`src/rtl/nonce_word_streamer.sv`:
```
// Nonce search sequencer: captures a seed, streams 9-word messages (8 seed words + nonce)
// into the hash core and steps the nonce until a hit or the nonce space runs out.
module nonce_word_streamer #(
  parameter logic [31:0] MaxNonce = 32'hFFFF_FFFF
) (
  input  logic         clk_i,
  input  logic         rst_ni,
  input  logic         start_i,
  input  logic         abort_i,
  output logic         lfsr_enable_o,
  input  logic [287:0] random_sequence_i,
  input  logic         done_creating_sequence_i,
  output logic [31:0]  word_data_o,
  output logic         word_valid_o,
  input  logic         word_ready_i,
  output logic         word_first_o,
  output logic         word_last_o,
  input  logic         result_valid_i,
  input  logic         result_hit_i,
  output logic [31:0]  nonce_out_o,
  output logic [31:0]  found_nonce_o,
  output logic         success_o,
  output logic         exhausted_o,
  output logic         busy_o
);

  typedef enum logic [2:0] {
    StIdle,
    StWaitSeed,
    StSend,
    StWaitResult,
    StFound,
    StExhausted
  } state_e;

  state_e state_q, state_d;

  // Word 0 of the message is the top word of the seed, so it lives in seed_q[7].
  logic [7:0][31:0] seed_q, seed_d;
  logic [31:0]      nonce_q, nonce_d;
  logic [31:0]      found_q, found_d;
  logic [3:0]       idx_q, idx_d;
  logic             success_q, success_d;
  logic             exhausted_q, exhausted_d;

  logic             xfer;
  logic             last_word;
  logic             out_of_nonces;
  logic             unused_nonce_slot;

  // The upstream nonce slot is always zero and is replaced by our own counter.
  assign unused_nonce_slot = ^random_sequence_i[31:0];

  assign xfer          = (state_q == StSend) && word_ready_i;
  assign last_word     = (idx_q == 4'd8);
  assign out_of_nonces = (nonce_q == MaxNonce);

  // State register
  always_ff @(posedge clk_i or negedge rst_ni) begin
    if (!rst_ni) begin
      state_q <= StIdle;
    end else begin
      state_q <= state_d;
    end
  end

  // Next-state logic; abort outranks start and verdicts
  always_comb begin
    state_d = state_q;
    if (abort_i) begin
      state_d = StIdle;
    end else begin
      case (state_q)
        StIdle, StFound, StExhausted: begin
          if (start_i) state_d = StWaitSeed;
        end
        StWaitSeed: begin
          if (done_creating_sequence_i) state_d = StSend;
        end
        StSend: begin
          if (xfer && last_word) state_d = StWaitResult;
        end
        StWaitResult: begin
          if (result_valid_i) begin
            if (result_hit_i) begin
              state_d = StFound;
            end else if (out_of_nonces) begin
              state_d = StExhausted;
            end else begin
              state_d = StSend;
            end
          end
        end
        default: state_d = StIdle;
      endcase
    end
  end

  // Datapath registers
  always_ff @(posedge clk_i or negedge rst_ni) begin
    if (!rst_ni) begin
      seed_q      <= '0;
      nonce_q     <= '0;
      found_q     <= '0;
      idx_q       <= '0;
      success_q   <= 1'b0;
      exhausted_q <= 1'b0;
    end else begin
      seed_q      <= seed_d;
      nonce_q     <= nonce_d;
      found_q     <= found_d;
      idx_q       <= idx_d;
      success_q   <= success_d;
      exhausted_q <= exhausted_d;
    end
  end

  always_comb begin
    seed_d      = seed_q;
    nonce_d     = nonce_q;
    found_d     = found_q;
    idx_d       = idx_q;
    success_d   = success_q;
    exhausted_d = exhausted_q;
    if (abort_i) begin
      nonce_d     = '0;
      idx_d       = '0;
      success_d   = 1'b0;
      exhausted_d = 1'b0;
    end else begin
      case (state_q)
        StIdle, StFound, StExhausted: begin
          if (start_i) begin
            found_d     = '0;
            success_d   = 1'b0;
            exhausted_d = 1'b0;
          end
        end
        StWaitSeed: begin
          if (done_creating_sequence_i) begin
            seed_d  = random_sequence_i[287:32];
            nonce_d = '0;
            idx_d   = '0;
          end
        end
        StSend: begin
          if (xfer) idx_d = idx_q + 4'd1;
        end
        StWaitResult: begin
          if (result_valid_i) begin
            if (result_hit_i) begin
              found_d   = nonce_q;
              success_d = 1'b1;
            end else if (out_of_nonces) begin
              exhausted_d = 1'b1;
            end else begin
              nonce_d = nonce_q + 32'd1;
              idx_d   = '0;
            end
          end
        end
        default: ;
      endcase
    end
  end

  // Outputs decoded from the current state only, so an async reset clears them at once
  always_comb begin
    word_valid_o  = 1'b0;
    word_data_o   = '0;
    word_first_o  = 1'b0;
    word_last_o   = 1'b0;
    lfsr_enable_o = 1'b0;
    busy_o        = 1'b0;
    case (state_q)
      StWaitSeed: begin
        lfsr_enable_o = 1'b1;
        busy_o        = 1'b1;
      end
      StSend: begin
        busy_o       = 1'b1;
        word_valid_o = 1'b1;
        word_first_o = (idx_q == 4'd0);
        word_last_o  = last_word;
        word_data_o  = last_word ? nonce_q : seed_q[3'd7 - idx_q[2:0]];
      end
      StWaitResult: begin
        busy_o = 1'b1;
      end
      default: ;
    endcase
  end

  assign nonce_out_o   = nonce_q;
  assign found_nonce_o = found_q;
  assign success_o     = success_q;
  assign exhausted_o   = exhausted_q;

endmodule

```
`config.mk`:
```
export PLATFORM = sky130hd
export DESIGN_NAME = nonce_word_streamer
export DESIGN_NICKNAME = d
export VERILOG_FILES = /design/src/rtl/nonce_word_streamer.sv
export SDC_FILE = /design/constraint.sdc
export NUM_CORES = 1
export LEC_CHECK = 0
export CAP_MARGIN = 10
export CORE_MARGIN = 3
export CORE_UTILIZATION = 45
export DETAILED_ROUTE_END_ITERATION = 10
export GPL_ROUTABILITY_DRIVEN = 0
export PLACE_DENSITY = 0.77
export SLEW_MARGIN = 20
export SYNTH_ARGS = -nofsm -noshare
export SYNTH_HDL_FRONTEND = slang
export SYNTH_SLANG_ARGS = --single-unit
export TNS_END_PERCENT = 10
```
`constraint.sdc`:
```
create_clock -name clk_i -period 2.5 [get_ports clk_i]
set_input_delay 0.5 -clock clk_i [delete_from_list [all_inputs] [get_ports clk_i]]
set_output_delay 0.5 -clock clk_i [all_outputs]
set_load 0.01 [all_outputs]
```
### After elaboration in Yosys (flattened, before gate mapping)

Index checks and enable logic that the tools add are counted.

| operators by class | value |
|---|---|
| $add $sub $neg | 3 |
| $mul | 0 |
| divide/modulo/power cells | 0 |
| magnitude comparators | 1 |
| eq/ne operators | 19 |
| shift-type cells | 0 |
| mux-type cells | 44 |
| bitwise logic cells | 1 |
| reductions and logical operators | 17 |

Operators by type and width:

| kind | count |
|---|---|
| $mux 32 | 11 |
| $pmux 32 s2 | 2 |
| $bmux 32 s3 | 1 |
| $add 32x1->32 const B | 1 |
| $eq 32x32->1 const B | 1 |
| $mux 4 | 6 |
| $ne 3x3->1 const B | 8 |
| $mux 3 | 7 |
| $reduce_and 5->1 | 3 |
| $mux 1 | 13 |
| $pmux 3 s4 | 1 |
| $pmux 4 s3 | 1 |
| $reduce_and 4->1 | 2 |
| $eq 3x2->1 const B | 2 |
| $eq 3x3->1 const B | 2 |
| $ne 2x2->1 const B | 3 |
| $reduce_and 6->1 | 1 |
| $reduce_bool 3->1 | 2 |
| $reduce_or 3->1 | 2 |
| $add 4x1->4 const B | 1 |
| $eq 4x4->1 const B | 1 |
| $logic_not 4->1 | 1 |
| $lt 3x4->1 const B | 1 |
| $pmux 1 s2 | 2 |
| other kinds (9) | 10 |

| storage, ports and cells | value |
|---|---|
| register bits after elaboration | 329 |
| bits in latches | 0 |
| RAM bits | 0 |
| ROM bits | 0 |
| logic and storage cells | 99 |
| memories kept | 0 |

### Depth between registers and ports, before layout

| logic depth | value |
|---|---|
| depth in word-level cells | 6 |
| depth in mapped cells | 11 |
| gate-level depth less buffers | 7 |

### Worst setup path before layout

No wires, ideal clock.

| path | value |
|---|---|
| path type | register to output |
| start point | register idx_q[1] |
| end point | output port word_data_o[27] |
| arrival | 2,310 ps |
| required time | 2,000 ps |
| slack | -310 ps |
| cell stages (with the launch flop) | 12 |
| buffers on the path | 4 |
| cells stage by stage | dfrtp_1 clkbuf_1 clkbuf_1 inv_1 ha_1 clkbuf_1 nand2_1 clkbuf_1 nand2_1 a21oi_1 a21oi_1 nor2_1 |

| between the ends | value |
|---|---|
| cells in the longest elaborated chain, start to end | 5 |
| elaborated cells on any way between the ends | 6 |
| those cells by class | add/sub (1); eq/ne (1); mux (4) |

RTL lines:

| item | RTL line | source |
|---|---|---|
| start: declaration | 42 | `logic [3:0] idx_q, idx_d;` |
| start signal: assignment | 112 | `idx_q <= idx_d;` |
| $sub 3x3->3 | 185 | `word_data_o = last_word ? nonce_q : seed_q[3'd7 - idx_q[2:0]];` |
| $bmux 32 s3 | 185 |  |
| $mux 32 (implied by the code) | 185 |  |
| $mux 32 (*) | 185 |  |
| $mux 32 (*) | 175 | `case (state_q)` |
| end: declaration | 13 | `output logic [31:0] word_data_o,` |

Mark *: on every way between the ends. The rest lies on a longest branch, timed or not. The select of a mux whose other input is x is not followed.

### Worst setup path in the final report

| path | value |
|---|---|
| start point | register idx_q[0] |
| end point | output port word_data_o[6] |

Same word-level chain as after synthesis.

==> impl_results.md <==
- Die X: slightly below 200 um
- Chip Height: ~190 um
- Total GRT Usage: 0.257
- Largest net degree at the start of global routing: 79
- ANT nets after route: 0
- Data required, critical path: roughly 2 ns
- Hold Vio Cnt, Final: 10
- Hold Path Class: in -> async
- Num CTS Buffers: 36
- GRT overflow: 0
- Initial Util: 0.462
- Fin nets: between 1,500 and 2,000
- Unrepaired setup endpoints after global routing: true
- Fillers: approximately 2,500
- H-tree Lvls: 2
- Slew Viols, Final: 0
- Ys flop type: dfrtp_1
- Worst slew pin tran: 0.704 ns
- Slew headroom: 0.531
- CP Depth: 9
- Total number of vias: between 10,000 and 15,000
- Dominant delay contributor by cell family on the critical path: buffers and inverters
- Clock Tree Root: clkbuf_16
- Routed WL: between 40,000 and 50,000 um
- Vias per cell: roughly 5.7
- XOR/XNOR Fraction of Synth Area: 0.000560
- Tot Pwr: approximately 0.022 W
- CTS tree: yes
- Detailed Place HPWL: ~35,000 um
- Minimum clock period: 2.96 ns
- Synthesis warning total: 0
- Core ar.: between 30,000 and 40,000 um2
- Setup crit end kind: primary output
- Crit path max-delay cell type: dfrtp_4
- CP Buf/Inv Count: 4
- CP most frequent cell: buf_12
- Path depth of the worst reg2reg path: 5
- Hold slack: -0.0126 ns
- Layout Skew: 0.0101 ns
- Critical path class: reg -> out
- Post-Syn Nets: 1,549
- Peak VDD IR: ~0.67 mV
- Worst-path cell chain: buf_12 -> buf_12 -> buf_12 -> mux4_2 -> nand2_2 -> a21oi_2 -> a21oi_2 -> nor2_1 -> buf_2
- Vias in the first global route: 12,600
- Placement Rows: 67
- DIE AREA: about 37,000 um2
- Syn Inst Count: between 1,000 and 1,500
- DRC violations left: 0
- Mean Syn Cell Area: about 13 um2
- Register area share after synthesis: 0.526
- Critical Path Fanout Max: 7
- Leak Pwr: 9.08 nW
- CTS clk-pin slew, worst paths: 0.06 ns
- Compound-cell area share of the yosys netlist: 0.0620
- Layout cells sized above 1: 0.368
- CTS hold repair buffers: 0
- Synth async-reset ratio: 1.00
- Commonest non-fill, non-tap cell in the layout: clkdlybuf4s50_1
- Port Buf Inserts: around 370
- Drt first pass iters: 7
- Clk sinks: approximately 330
- EDFF count, synth: 0
- Status: finished, violations left
- Synth cell types: 56
- Final setup vio count: 33
- Worst skew pair latency: between 0.5 and 0.6 ns
- Netlist Area Pre-Place: about 16,000 um2
- Max Cap Viol: 0
- Most frequent cells in the layout: clkdlybuf4s50_1 (330), dfrtp_1 (324), mux2_2 (258)
- PwrDens: a little under 1000 nW/um2
- Initial antenna violation count: 7
- Max stage delay on crit path: 0.53 ns
- Max clock buf depth: 3
- Tcrit/Tclk final: 1.19
- Area delta synth->final: 42.7%
- Post-Synth Simple-Gate Area: 0.0973
- First-pass GRT wire length: between 70,000 and 80,000 um
- Design area: roughly 22,000 um2
- DP Area: 20,700 um2
- Drt first-iter violations: around 850
- Final worst slack: -0.465 ns
- Failing checks: negative hold slack, negative setup slack
- FMAX: 337 MHz
- CP Launch Type: flop
- DR WL/cell: 22.2 um
- I/O pin total: approximately 400
- #FFs+latches synth: 329
- Crit path DAT: around 2.5 ns
- Largest family of logic cells by synthesized area: multiplexers
- Post-Synth Adder-Cell Area: 0.00240
- Fraction of synthesized area in multiplexers: 0.280
## path summary, 6_finish.rpt
kind	end	slack, ns	from
max reg2reg	nonce_out_o[28]$_DFFE_PN0P_	0.15	nonce_out_o[15]$_DFFE_PN0P_
max	word_data_o[6]	-0.46	idx_q[0]$_DFFE_PN0P_
min	found_nonce_o[27]$_DFFE_PN0P_	-0.01	rst_ni
max in group asynchronous	seed_q[147]$_DFFE_PN0P_	1.79	rst_ni
min reg2reg	found_nonce_o[5]$_DFFE_PN0P_	0.48	found_nonce_o[5]$_DFFE_PN0P_
min in group clk_i	found_nonce_o[5]$_DFFE_PN0P_	0.48	found_nonce_o[5]$_DFFE_PN0P_
## kinds of logic (layout without fill, tap and decap cells)
| kind of cell | Yosys count | count (layout) |
|---|---|---|
| multiplexers | 326 | 326 |
| adder cells (fa/ha/maj) | 3 | 3 |
| AO/OA/AOI/OAI | 172 | 172 |
| AND/OR/NAND/NOR | 309 | 309 |
| flip-flops | 329 | 329 |
| buffers and inverters | 110 | 583 |
| XOR/XNOR | 1 | 1 |
| other | 0 | 2 |
## metrics by stage
stage,worst slack (ns),TNS [ns],util,std cells
after floorplan,-0.0575,-1.15,-,1250
after global placement,-0.259,-6.64,0.611,2085
after detailed placement,-0.257,-7.93,0.611,2085
after CTS,-0.445,-11.42,0.657,2171
after global routing,-0.565,-13.54,0.660,2173
final,-0.465,-10.72,0.660,2173
## final cells by class
type / count / area (um2) / area share
Clock inverter: 11 / 145 / 0.00650
Tap cell: 448 / 561 / 0.0251
Timing Repair Buffer: 507 / 5070 / 0.227
Clock buffer: 55 / 1120 / 0.0503
Antenna cell: 2 / 5.00 / 0.000224
Multi-Input combinational cell: 811 / 7150 / 0.320
Sequential cell: 329 / 8240 / 0.369
Inverter: 10 / 37.5 / 0.00168
## power breakdown
part,internal (W),switching (W),leakage (nW)
Clock,0.00342,0.00216,0.619
Sequential,0.00745,0.00116,4.08
Combinational,0.00446,0.00299,4.37
## registers in the layout, indices dropped and copies added, names as in the netlist
name	flops
seed_q	256
found_nonce_o	32
nonce_out_o	32
idx_q	4
state_q	3
exhausted_o	1
success_o	1
## synthesized netlist by cell type (all sizes together), types with 2 or more instances
master | instances | area share
clkbuf | 54 | 0.013
nand4 | 15 | 0.0070
o21ai | 51 | 0.016
o21a | 2 | 0.00096
and3 | 4 | 0.0016
buf | 46 | 0.016
o31ai | 11 | 0.0053
nor3b | 2 | 0.00096
and4 | 3 | 0.0017
and2 | 4 | 0.0016
or4 | 16 | 0.0079
nor4 | 5 | 0.0020
nand3 | 57 | 0.019
o211ai | 6 | 0.0029
or2 | 3 | 0.0012
nand2 | 117 | 0.028
a21oi | 89 | 0.028
nor2 | 51 | 0.012
inv | 10 | 0.0024
a211oi | 3 | 0.0014
or3 | 17 | 0.0068
mux2 | 258 | 0.19
mux2i | 4 | 0.0026
nand2b | 2 | 0.00080
ha | 3 | 0.0024
nor3 | 5 | 0.0019
mux4 | 64 | 0.092
nor4b | 2 | 0.0011
dfrtp | 329 | 0.53
## layer usage
metal  up-vias  GRT usage  wire length, um
met5         -          0               44
met4        10     0.0821             1770
met3       117     0.0616             3770
met2       503      0.417            23000
met1      6229      0.342            19700
li1       5491          -                -
## worst reg2reg max path, stage by stage, from the launching register on
cell     delay, ns
dfrtp_1       0.53
and4_1        0.32
nand3_1       0.15
or4_1         0.65
or4_1         0.44
a21oi_1       0.18
## repair_timing
item	in CTS	in global routing
endpoints found under the setup margin	35	36
buffers inserted	17	0
pin swaps	34	12
cloned	3	0
gates resized for setup	191	27
Power figures use the tool's default switching activity.
